===== config.mk =====
export PLATFORM = sky130hd
export DESIGN_NAME = cfg_sclk_sequencer_flat
export DESIGN_NICKNAME = d
export VERILOG_FILES = /design/src/rtl/cfg_sclk_sequencer_if.sv /design/src/rtl/cfg_sclk_sequencer.sv /design/src/flat_wrapper.sv
export SDC_FILE = /design/constraint.sdc
export NUM_CORES = 1
export LEC_CHECK = 0
export BUFFER_PORTS_ARGS = -buffer_cell sky130_fd_sc_hd__buf_2
export CAP_MARGIN = 10
export CORE_UTILIZATION = 62
export DETAILED_ROUTE_END_ITERATION = 8
export GPL_TIMING_DRIVEN = 0
export HOLD_SLACK_MARGIN = 0.06
export PLACE_DENSITY_LB_ADDON = 0.2
export SYNTH_ARGS = -nofsm -noshare
export SYNTH_HDL_FRONTEND = slang
export SYNTH_SLANG_ARGS = --single-unit

===== constraint.sdc =====
create_clock -name clkin_i -period 6.6 [get_ports clkin_i]
set_input_delay 0.33 -clock clkin_i [delete_from_list [all_inputs] [get_ports clkin_i]]
set_output_delay 0.33 -clock clkin_i [all_outputs]
set_load 0.03 [all_outputs]

===== src/rtl/cfg_sclk_sequencer_if.sv =====
// rtl/cfg_sclk_sequencer_if.sv - host/status bundle for the serial config clock sequencer
interface cfg_sclk_sequencer_if #(
    parameter int DIV_W = 8,
    parameter int CNT_W = 16
);
    logic             div_wr;
    logic [DIV_W-1:0] div_val;
    logic             start;
    logic [CNT_W-1:0] nbits;
    logic             abort;
    logic             busy;
    logic             done;
    logic             aborted;
    logic             sclk_out;
    logic             sclk_rise;
    logic             sclk_fall;
    logic [CNT_W-1:0] bit_idx;
    logic [DIV_W-1:0] div_cur;

    modport master (
        output div_wr, div_val, start, nbits, abort,
        input  busy, done, aborted, sclk_out, sclk_rise, sclk_fall, bit_idx, div_cur
    );

    modport slave (
        input  div_wr, div_val, start, nbits, abort,
        output busy, done, aborted, sclk_out, sclk_rise, sclk_fall, bit_idx, div_cur
    );
endinterface


===== src/rtl/cfg_sclk_sequencer.sv =====
// rtl/cfg_sclk_sequencer.sv - burst generator for the divided pixel-config shift clock
module cfg_sclk_sequencer #(
    parameter int DIV_W       = 8,
    parameter int CNT_W       = 16,
    parameter int DEFAULT_DIV = 5
) (
    input logic               clkin_i,
    input logic               rst_i,
    cfg_sclk_sequencer_if.slave bus
);
    typedef enum logic {IDLE, RUN} state_t;

    localparam logic [DIV_W-1:0] DIV_RESET = DIV_W'(DEFAULT_DIV);
    localparam logic [DIV_W-1:0] DIV_MIN   = DIV_W'(2);

    function automatic logic [DIV_W-1:0] clamp_div(input logic [DIV_W-1:0] v);
        return (v < DIV_MIN) ? DIV_MIN : v;
    endfunction

    state_t           state_q, state_d;
    logic [DIV_W-1:0] cnt_q, cnt_d;
    logic [DIV_W-1:0] div_q, div_d;
    logic             pend_q, pend_d;
    logic [DIV_W-1:0] pend_val_q, pend_val_d;
    logic [CNT_W-1:0] nbits_q, nbits_d;
    logic [CNT_W-1:0] bit_q, bit_d;
    logic             busy_q, busy_d;
    logic             done_q, done_d;
    logic             aborted_q, aborted_d;
    logic             sclk_q, sclk_d;
    logic             rise_q, rise_d;
    logic             fall_q, fall_d;

    logic [DIV_W-1:0] hi_len;
    logic             pend_any;
    logic [DIV_W-1:0] pend_any_val;
    logic             finish;

    always_ff @(posedge clkin_i) begin
        if (rst_i) begin
            state_q    <= IDLE;
            cnt_q      <= '0;
            div_q      <= DIV_RESET;
            pend_q     <= 1'b0;
            pend_val_q <= '0;
            nbits_q    <= '0;
            bit_q      <= '0;
            busy_q     <= 1'b0;
            done_q     <= 1'b0;
            aborted_q  <= 1'b0;
            sclk_q     <= 1'b0;
            rise_q     <= 1'b0;
            fall_q     <= 1'b0;
        end else begin
            state_q    <= state_d;
            cnt_q      <= cnt_d;
            div_q      <= div_d;
            pend_q     <= pend_d;
            pend_val_q <= pend_val_d;
            nbits_q    <= nbits_d;
            bit_q      <= bit_d;
            busy_q     <= busy_d;
            done_q     <= done_d;
            aborted_q  <= aborted_d;
            sclk_q     <= sclk_d;
            rise_q     <= rise_d;
            fall_q     <= fall_d;
        end
    end

    // Outputs are computed for the cycle being entered, so every port is a plain flop.
    always_comb begin
        state_d      = state_q;
        cnt_d        = cnt_q;
        div_d        = div_q;
        pend_d       = pend_q;
        pend_val_d   = pend_val_q;
        nbits_d      = nbits_q;
        bit_d        = bit_q;
        busy_d       = busy_q;
        done_d       = 1'b0;
        aborted_d    = aborted_q;
        sclk_d       = 1'b0;
        rise_d       = 1'b0;
        fall_d       = 1'b0;
        finish       = 1'b0;
        hi_len       = div_q - (div_q >> 1);
        pend_any     = pend_q | bus.div_wr;
        pend_any_val = bus.div_wr ? clamp_div(bus.div_val) : pend_val_q;

        case (state_q)
            IDLE: begin
                busy_d = 1'b0;
                cnt_d  = '0;
                bit_d  = '0;
                if (bus.div_wr) begin
                    div_d = clamp_div(bus.div_val);
                end
                if (bus.start) begin
                    aborted_d = 1'b0;
                    if (bus.nbits != '0) begin
                        state_d = RUN;
                        nbits_d = bus.nbits;
                        busy_d  = 1'b1;
                        sclk_d  = 1'b1;
                        rise_d  = 1'b1;
                    end else begin
                        done_d = 1'b1;
                    end
                end
            end
            RUN: begin
                pend_d     = pend_any;
                pend_val_d = pend_any_val;
                if (bus.abort) begin
                    finish    = 1'b1;
                    aborted_d = 1'b1;
                end else if (cnt_q == div_q - 1'b1) begin
                    if (bit_q == nbits_q - 1'b1) begin
                        finish = 1'b1;
                    end else begin
                        cnt_d  = '0;
                        bit_d  = bit_q + 1'b1;
                        sclk_d = 1'b1;
                        rise_d = 1'b1;
                    end
                end else begin
                    cnt_d  = cnt_q + 1'b1;
                    sclk_d = (cnt_d < hi_len);
                    fall_d = (cnt_d == hi_len);
                end
            end
            default: state_d = IDLE;
        endcase

        // A divisor written mid-burst takes effect exactly as the burst retires.
        if (finish) begin
            state_d = IDLE;
            busy_d  = 1'b0;
            done_d  = 1'b1;
            sclk_d  = 1'b0;
            rise_d  = 1'b0;
            fall_d  = 1'b0;
            cnt_d   = '0;
            bit_d   = '0;
            pend_d  = 1'b0;
            if (pend_any) begin
                div_d = pend_any_val;
            end
        end
    end

    assign bus.busy      = busy_q;
    assign bus.done      = done_q;
    assign bus.aborted   = aborted_q;
    assign bus.sclk_out  = sclk_q;
    assign bus.sclk_rise = rise_q;
    assign bus.sclk_fall = fall_q;
    assign bus.bit_idx   = bit_q;
    assign bus.div_cur   = div_q;
endmodule


===== src/flat_wrapper.sv =====
// flat-port wrapper written by rule: the top's interface ports become plain ports
module cfg_sclk_sequencer_flat 
#(
    parameter int DIV_W       = 8,
    parameter int CNT_W       = 16,
    parameter int DEFAULT_DIV = 5
)
  (clkin_i, rst_i, bus_div_wr, bus_div_val, bus_start, bus_nbits, bus_abort, bus_busy, bus_done, bus_aborted, bus_sclk_out, bus_sclk_rise, bus_sclk_fall, bus_bit_idx, bus_div_cur);
  cfg_sclk_sequencer_if #(.DIV_W(DIV_W), .CNT_W(CNT_W)) bus_i ();
  input logic clkin_i;
  input logic rst_i;
  input wire logic [$bits(bus_i.div_wr)-1:0] bus_div_wr;
  input wire logic [$bits(bus_i.div_val)-1:0] bus_div_val;
  input wire logic [$bits(bus_i.start)-1:0] bus_start;
  input wire logic [$bits(bus_i.nbits)-1:0] bus_nbits;
  input wire logic [$bits(bus_i.abort)-1:0] bus_abort;
  output wire logic [$bits(bus_i.busy)-1:0] bus_busy;
  output wire logic [$bits(bus_i.done)-1:0] bus_done;
  output wire logic [$bits(bus_i.aborted)-1:0] bus_aborted;
  output wire logic [$bits(bus_i.sclk_out)-1:0] bus_sclk_out;
  output wire logic [$bits(bus_i.sclk_rise)-1:0] bus_sclk_rise;
  output wire logic [$bits(bus_i.sclk_fall)-1:0] bus_sclk_fall;
  output wire logic [$bits(bus_i.bit_idx)-1:0] bus_bit_idx;
  output wire logic [$bits(bus_i.div_cur)-1:0] bus_div_cur;
  assign bus_i.div_wr = bus_div_wr;
  assign bus_i.div_val = bus_div_val;
  assign bus_i.start = bus_start;
  assign bus_i.nbits = bus_nbits;
  assign bus_i.abort = bus_abort;
  assign bus_busy = bus_i.busy;
  assign bus_done = bus_i.done;
  assign bus_aborted = bus_i.aborted;
  assign bus_sclk_out = bus_i.sclk_out;
  assign bus_sclk_rise = bus_i.sclk_rise;
  assign bus_sclk_fall = bus_i.sclk_fall;
  assign bus_bit_idx = bus_i.bit_idx;
  assign bus_div_cur = bus_i.div_cur;
  cfg_sclk_sequencer #(.DIV_W(DIV_W), .CNT_W(CNT_W), .DEFAULT_DIV(DEFAULT_DIV)) u_core (.clkin_i(clkin_i), .rst_i(rst_i), .bus(bus_i));
endmodule

# Word level (Yosys, flattened, before mapping)
# Index checks and enable logic that the tools add are counted.
# totals
ff_bits,64
output_inout_bits,30
# classes
add_sub_neg,5
n_lt_le_gt_ge,2
n_eq_ne,9
n_mux,35
n_bitwise,2
reduce_logical,7
# ops
op,n
$mux W8,9
$mux W16,3
$pmux W16 S2,1
$mux W1,18
$add A16 B1 Y16 const B,1
$eq A16 B16 Y1,1
$eq A8 B8 Y1,2
$pmux W8 S2,1
$reduce_bool A16 Y1,1
$sub A16 B1 Y16 const B,1
$ne A2 B2 Y1 const B,5
$add A8 B1 Y8 const B,1
$lt A8 B2 Y1 const B,1
$lt A8 B8 Y1,1
$sub A8 B1 Y8 const B,1
$sub A8 B7 Y8,1
$pmux W1 S2,3
$reduce_and A3 Y1,2
$reduce_or A5 Y1,1
$reduce_and A2 Y1,2
$ne A3 B3 Y1 const B,1
$reduce_or A2 Y1,1
$not A1 Y1,1
$or A1 B1 Y1,1

# Depth between registers and ports, before layout
# depth
word_depth,7
ltp_mapped,16

# Worst setup path after synthesis
# No wires, ideal clock.
# synth_path
path_kind,register to register
from,"register u_core.div_q[5], in the netlist u_core.bus.div_cur[5]"
to,"register u_core.div_q[2], in the netlist u_core.bus.div_cur[2]"
setup_time_ps,142
t_arrival_ps,2834
t_required_ps,6458
setup_slack_ps,3624
stages_incl_launch_ff,11
path_buffers,1
period_less_slack_ps,2976
path_cell_list,dfxtp_1 > inv_1 > ha_1 > a21boi_0 > or3_1 > a2111oi_0 > nand3_1 > clkbuf_1 > o21ba_2 > nor2_1 > a221oi_1
# synth_between
elab_chain_cells,6
# synth_lines
item,line,rtl
start: declaration,cfg_sclk_sequencer.sv:22,"logic [DIV_W-1:0] div_q, div_d;"
start signal: assignment,cfg_sclk_sequencer.sv:57,div_q <= div_d;
$sub A8 B1 Y8,cfg_sclk_sequencer.sv:118,end else if (cnt_q == div_q - 1'b1) begin
$eq A8 B8 Y1,cfg_sclk_sequencer.sv:118,
$mux W1,cfg_sclk_sequencer.sv:118,
$mux W1,cfg_sclk_sequencer.sv:115,if (bus.abort) begin
$mux W1,cfg_sclk_sequencer.sv:91,case (state_q)
$mux W8,cfg_sclk_sequencer.sv:137,if (finish) begin
# Every way passes these cells.
# A chain may end at the register's enable or synchronous reset.

# Worst setup path in the final report
# layout_path
from,"register u_core.div_q[5], in the netlist u_core.bus.div_cur[5]"
to,"register u_core.bit_q[15], in the netlist u_core.bus.bit_idx[15]"
# layout_between
elab_chain_cells,6
# layout_lines
item,line,rtl
$sub A8 B1 Y8 (*),cfg_sclk_sequencer.sv:118,
$eq A8 B8 Y1 (*),cfg_sclk_sequencer.sv:118,
$mux W1,cfg_sclk_sequencer.sv:118,
$mux W1,cfg_sclk_sequencer.sv:115,
$mux W1,cfg_sclk_sequencer.sv:91,
$reduce_or A2 Y1 (no source line),n/a,
end signal: assignment,cfg_sclk_sequencer.sv:61,bit_q <= bit_d;
end: declaration,cfg_sclk_sequencer.sv:26,"logic [CNT_W-1:0] bit_q, bit_d;"
# Every way passes the cells marked *; elsewhere a longest branch is shown, timed or not.

==> report_table.html <==
<table>
<tr><th>Metric</th><th>Value</th></tr>
<tr><th colspan="2">STA</th></tr>
<tr><td>Unrepaired setup endpoints after global routing</td><td>no</td></tr>
<tr><td>Pins Over Slew Limit</td><td>0</td></tr>
<tr><td>Total negative slack</td><td>0 ns</td></tr>
<tr><td>Final worst path period share</td><td>0.509</td></tr>
<tr><td>Remaining max-slew budget at the tightest pin</td><td>0.515</td></tr>
<tr><td>Clock tree skew after final layout</td><td>0.00559 ns</td></tr>
<tr><td>Highest achievable clock rate</td><td>0.298 GHz</td></tr>
<tr><td>Worst Hold Margin</td><td>around 0.2 ns</td></tr>
<tr><td># setup viols final</td><td>0</td></tr>
<tr><td>Final hold vios</td><td>0</td></tr>
<tr><td>Least-Margin Pin Slew</td><td>approximately 0.73 ns</td></tr>
<tr><td>Clock period minus final worst setup slack</td><td>3.36 ns</td></tr>
<tr><th colspan="2">Synth</th></tr>
<tr><td>Share of synthesized area spent on multiplexers</td><td>0.0553</td></tr>
<tr><td>Net count of the mapped netlist</td><td>between 500 and 600</td></tr>
<tr><td>Largest cells by area after synthesis</td><td>sky130_fd_sc_hd__dfxtp_1 (33%), sky130_fd_sc_hd__ha_1 (8.4%), sky130_fd_sc_hd__xnor2_1 (7.2%), sky130_fd_sc_hd__xor2_1 (6.6%), sky130_fd_sc_hd__nor2_1 (5.5%)</td></tr>
<tr><td>Arithmetic-cell share of the synthesized area counting full adders, half adders and majority gates</td><td>0.0892</td></tr>
<tr><td>Avg Cell Area, Syn</td><td>around 8.7 um^2</td></tr>
<tr><td>Share of the synthesized area in compound gates (AO/OA/AOI/OAI)</td><td>0.109</td></tr>
<tr><td>Share of synthesized area occupied by flip-flops and latches</td><td>0.331</td></tr>
<tr><td>Synth Cell Area</td><td>0.00387 mm^2</td></tr>
<tr><td>Simple logic cell fraction of the synthesized area</td><td>0.245</td></tr>
<tr><td>Post-synth EDFFs</td><td>0</td></tr>
<tr><td>Post-synth cell types</td><td>51</td></tr>
<tr><td>Dominant combinational cell family by area after synthesis</td><td>simple AND/OR/NAND/NOR gates</td></tr>
<tr><td>Synth Register Bits</td><td>64</td></tr>
<tr><td>Cell taking the most area after synthesis</td><td>sky130_fd_sc_hd__dfxtp_1</td></tr>
<tr><td>Post-synthesis share of cell area spent on xor and xnor gates</td><td>0.138</td></tr>
<tr><td>Primary flip-flop cell chosen by synthesis mapping</td><td>sky130_fd_sc_hd__dfxtp_1</td></tr>
<tr><td>Instance count of the mapped netlist</td><td>445</td></tr>
<tr><td>Commonest cells post-synth</td><td>sky130_fd_sc_hd__dfxtp_1 (64), sky130_fd_sc_hd__nor2_1 (57), sky130_fd_sc_hd__nand2_1 (33)</td></tr>
<tr><td>Yosys Warn Count</td><td>0</td></tr>
<tr><td>Most frequently used cell type in the post-synthesis netlist</td><td>sky130_fd_sc_hd__dfxtp_1</td></tr>
<tr><td>Fraction of registers with async set or reset after synthesis</td><td>0</td></tr>
<tr><td>Share of Yosys cell area claimed by the top area cell type</td><td>0.331</td></tr>
<tr><th colspan="2">Pwr</th></tr>
<tr><td>VDD IR max</td><td>0.205 mV</td></tr>
<tr><td>Sw Ratio</td><td>0.293</td></tr>
<tr><td>Total power divided by cell area</td><td>225 mW/mm^2</td></tr>
<tr><td>Pleak</td><td>between 1.5 and 2 nW</td></tr>
<tr><td>Cell internal power dissipation</td><td>0.000713 W</td></tr>
<tr><td>Clock group share of total power</td><td>0.375</td></tr>
<tr><td>Share of power burned in registers</td><td>0.418</td></tr>
<tr><td>Fraction of power consumed by combinational cells</td><td>0.208</td></tr>
<tr><td>Net switching power figure</td><td>0.000296 W</td></tr>
<tr><th colspan="2">Setup path</th></tr>
<tr><td>Critical path class</td><td>reg2reg</td></tr>
<tr><td>Worst reg2reg path startpoint</td><td>u_core.bus.div_cur[5]</td></tr>
<tr><td>Slowest-stage cell, CP</td><td>sky130_fd_sc_hd__a2111oi_0</td></tr>
<tr><td>Stage delay of the slowest cell on the critical path</td><td>between 0.6 and 0.7 ns</td></tr>
<tr><td>Data required time of the worst path</td><td>about 7 ns</td></tr>
<tr><td>Worst path arrival time</td><td>3.60 ns</td></tr>
<tr><td>Peak fanout along the critical path</td><td>10</td></tr>
<tr><td>Logic depth of the worst register-to-register path</td><td>11</td></tr>
<tr><td>Buffer and inverter count on the worst path</td><td>2</td></tr>
<tr><td>Largest delay share family, worst path</td><td>compound AO/OA/AOI/OAI gates</td></tr>
<tr><td>Critical path capture point type</td><td>flip-flop</td></tr>
<tr><td>Critical-path cell list</td><td>inv_1 &gt; ha_1 &gt; a21boi_0 &gt; or3_1 &gt; a2111oi_0 &gt; nand4b_1 &gt; a41oi_2 &gt; buf_2 &gt; nand3_1 &gt; xor2_1 &gt; nor2_1</td></tr>
<tr><td>Crit path from</td><td>u_core.bus.div_cur[5]</td></tr>
<tr><td>Terminus of the critical flop-to-flop path</td><td>u_core.bus.bit_idx[15]</td></tr>
<tr><td>Setup slack on the worst flop-to-flop path</td><td>3.24 ns</td></tr>
<tr><td>Critical Path Start Type</td><td>flip-flop</td></tr>
<tr><th colspan="2">Hold path</th></tr>
<tr><td>Cell depth of the worst min-delay path</td><td>2</td></tr>
<tr><td>HP Class</td><td>in2reg</td></tr>
<tr><td>End point of the most critical hold path</td><td>u_core.bus.sclk_fall</td></tr>
<tr><td>Beginning of the worst hold path</td><td>bus_abort</td></tr>
<tr><th colspan="2">Finish</th></tr>
<tr><td>Non-Filler Instances</td><td>roughly 590</td></tr>
<tr><td>Area growth from synthesis to final layout</td><td>15.5%</td></tr>
<tr><td>Nets</td><td>between 500 and 600</td></tr>
<tr><td>Share of layout cells above drive strength 1</td><td>0.172</td></tr>
<tr><td>Number of antenna repair diodes</td><td>0</td></tr>
<tr><td>Fill cell instance count of the final layout</td><td>approximately 470</td></tr>
<tr><th colspan="2">Floorplanning</th></tr>
<tr><td>Die Area</td><td>around 0.0066 mm^2</td></tr>
<tr><td>IO Pins</td><td>59</td></tr>
<tr><td>Core Area</td><td>0.00596 mm^2</td></tr>
<tr><td>Floorplan die height</td><td>81.0 um</td></tr>
<tr><td>Initial standard-cell utilization of the core</td><td>0.650</td></tr>
<tr><td>Number of placement rows</td><td>28</td></tr>
<tr><td>Horizontal extent of the die</td><td>81.0 um</td></tr>
<tr><th colspan="2">CTS</th></tr>
<tr><td>Cell chosen for the clock root</td><td>sky130_fd_sc_hd__clkbuf_8</td></tr>
<tr><td>Number of CTS-inserted buffers</td><td>9</td></tr>
<tr><td>CTS clock-pin slew for the worst setup and hold paths</td><td>0.07 ns</td></tr>
<tr><td>Setup fix buffers added after clock tree synthesis</td><td>0</td></tr>
<tr><td>Number of buffers on the longest clock path</td><td>2</td></tr>
<tr><td>Clock Sinks</td><td>64</td></tr>
<tr><td>CTS H-tree lvls</td><td>3</td></tr>
<tr><td>Hold-fix buffers at CTS</td><td>0</td></tr>
<tr><td>Clk_lat worst skew</td><td>0.35 ns</td></tr>
<tr><td># resized after CTS</td><td>0</td></tr>
<tr><td>TritonCTS clock tree</td><td>done</td></tr>
<tr><th colspan="2">Global routing</th></tr>
<tr><td>Initial antenna violation count</td><td>0</td></tr>
<tr><td>Total GRT Usage</td><td>0.296</td></tr>
<tr><td>First-pass GRT wire length</td><td>around 15000 um</td></tr>
<tr><td>Total congestion overflow</td><td>0</td></tr>
<tr><td>Pin count of the biggest net entering global routing</td><td>12</td></tr>
<tr><td>Number of global-route vias before repair</td><td>3083</td></tr>
<tr><th colspan="2">Route</th></tr>
<tr><td>Detail Route Antenna Nets</td><td>0</td></tr>
<tr><td>Final WL</td><td>9110 um</td></tr>
<tr><td>Number of design rule violations left after detail routing</td><td>0</td></tr>
<tr><td>Count of vias placed by the detailed router</td><td>3389</td></tr>
<tr><td>Drt pass-1 iters</td><td>4</td></tr>
<tr><td>Detailed-route wire length per cell</td><td>15.4 um</td></tr>
<tr><td>Via-per-instance ratio</td><td>approximately 5.7</td></tr>
<tr><td>Drt first-iter violations</td><td>about 230</td></tr>
<tr><th colspan="2">Place</th></tr>
<tr><td>Count of input and output buffers</td><td>between 50 and 60</td></tr>
<tr><td>Cell Count Post-Placement</td><td>577</td></tr>
<tr><td>Gp weighted congestion</td><td>between 0.8 and 0.9</td></tr>
<tr><td>Detailed Place HPWL</td><td>7030 um</td></tr>
<tr><th colspan="2">Flow run</th></tr>
<tr><td>Total of max-cap violations</td><td>0</td></tr>
<tr><th colspan="2">Status</th></tr>
<tr><td>Result of the run</td><td>finished clean</td></tr>
</table>
[worst reg2reg max path: stages (launching register included)]
cell	delay, ns
sky130_fd_sc_hd__dfxtp_1	0.43
sky130_fd_sc_hd__inv_1	0.17
sky130_fd_sc_hd__ha_1	0.21
sky130_fd_sc_hd__a21boi_0	0.13
sky130_fd_sc_hd__or3_1	0.35
sky130_fd_sc_hd__a2111oi_0	0.62
sky130_fd_sc_hd__nand4b_1	0.24
sky130_fd_sc_hd__a41oi_2	0.42
sky130_fd_sc_hd__buf_2	0.34
sky130_fd_sc_hd__nand3_1	0.12
sky130_fd_sc_hd__xor2_1	0.16
sky130_fd_sc_hd__nor2_1	0.05
[power by group through the flow]
stage,combinational [W],sequential (W),clock (W)
6_report,0.000210,0.000421,0.000378
5_1_grt,0.000231,0.000423,0.000397
4_1_cts,0.000208,0.000420,0.000379
3_5_place_dp,0.000205,0.000429,0
3_3_place_gp,0.000197,0.000428,0
2_1_floorplan,0.000145,0.000434,0
[cells by family (layout without fill, tap and decap cells)]
family | after synthesis | count (layout)
buffers and inverters | 33 | 106
multiplexers | 21 | 21
AND/OR/NAND/NOR | 176 | 176
flip-flops | 64 | 64
adder cells (fa/ha/maj) | 27 | 27
AO/OA/AOI/OAI | 63 | 63
XOR/XNOR | 61 | 61
[per-stage QoR]
step                      setup WS [ns]  cell area (um^2)  utilization  total power [W]
after floorplan                    3.62              3870            -         0.000580
after global placement             3.37              4250        0.714         0.000625
after detailed placement           3.29              4250        0.714         0.000634
after CTS                          3.30              4470        0.751          0.00101
after global routing               2.97              4470        0.751          0.00105
final                              3.24              4470        0.751          0.00101
[cells in the final DEF, fill, tap and decap left out, drive strengths merged, types with 2 or more instances in the layout]
cell type	instances
dfxtp	64
buf	62
nor2	57
nand2	33
xnor2	32
a21oi	29
xor2	29
ha	26
inv	20
clkbuf	19
mux2i	18
and3	15
nand3	14
nor4	13
nand4	10
o21ai	8
nor3	6
o21bai	5
nor2b	5
nand2b	5
and2	5
a221o	5
or3	4
mux2	3
nand3b	2
a21boi	2
a211oi	2
o21ba	2
and4	2
clkinvlp	2
bufinv	2
nor3b	2
a41oi	2
[state kept, by name, indices dropped and copies added (netlist names)]
register / flops
u_core.bus.bit_idx: 16
u_core.nbits_q: 16
u_core.bus.div_cur: 8
u_core.cnt_q: 8
u_core.pend_val_q: 8
u_core.bus.aborted: 1
u_core.bus.busy: 1
u_core.bus.done: 1
u_core.bus.sclk_fall: 1
u_core.bus.sclk_out: 1
u_core.bus.sclk_rise: 1
u_core.pend_q: 1
u_core.state_q: 1
[worst max-delay path by stage]
stage	end	slack, ns	cells after the start
finish	u_core.bus.bit_idx[15]	3.24	11
global route	u_core.bus.bit_idx[6]	2.97	11
CTS	u_core.bus.bit_idx[15]	3.30	11
detailed placement	u_core.bus.bit_idx[15]	3.29	11
global placement	u_core.bus.bit_idx[13]	3.37	11
floorplan	u_core.bus.div_cur[2]	3.62	10
[layout make-up]
| type | instances | area (um^2) | area share |
|---|---|---|---|
| sequential | 64 | 1280 | 0.286 |
| clock buffer | 11 | 141 | 0.0316 |
| multi-input combinational | 348 | 2460 | 0.551 |
| clock inverter | 5 | 80.1 | 0.0179 |
| tap | 75 | 93.8 | 0.0210 |
| inverter | 20 | 75.1 | 0.0168 |
| buffer | 13 | 52.6 | 0.0117 |
| timing repair buffer | 57 | 285 | 0.0638 |
[routing by layer]
metal	up-vias	global-route usage	share of wire
li1	1700	-	-
met4	0	0.0786	0.012
met2	107	0.465	0.44
met1	1567	0.391	0.48
met5	-	0	0
met3	15	0.0933	0.071
(Power assumes the default switching activity.)
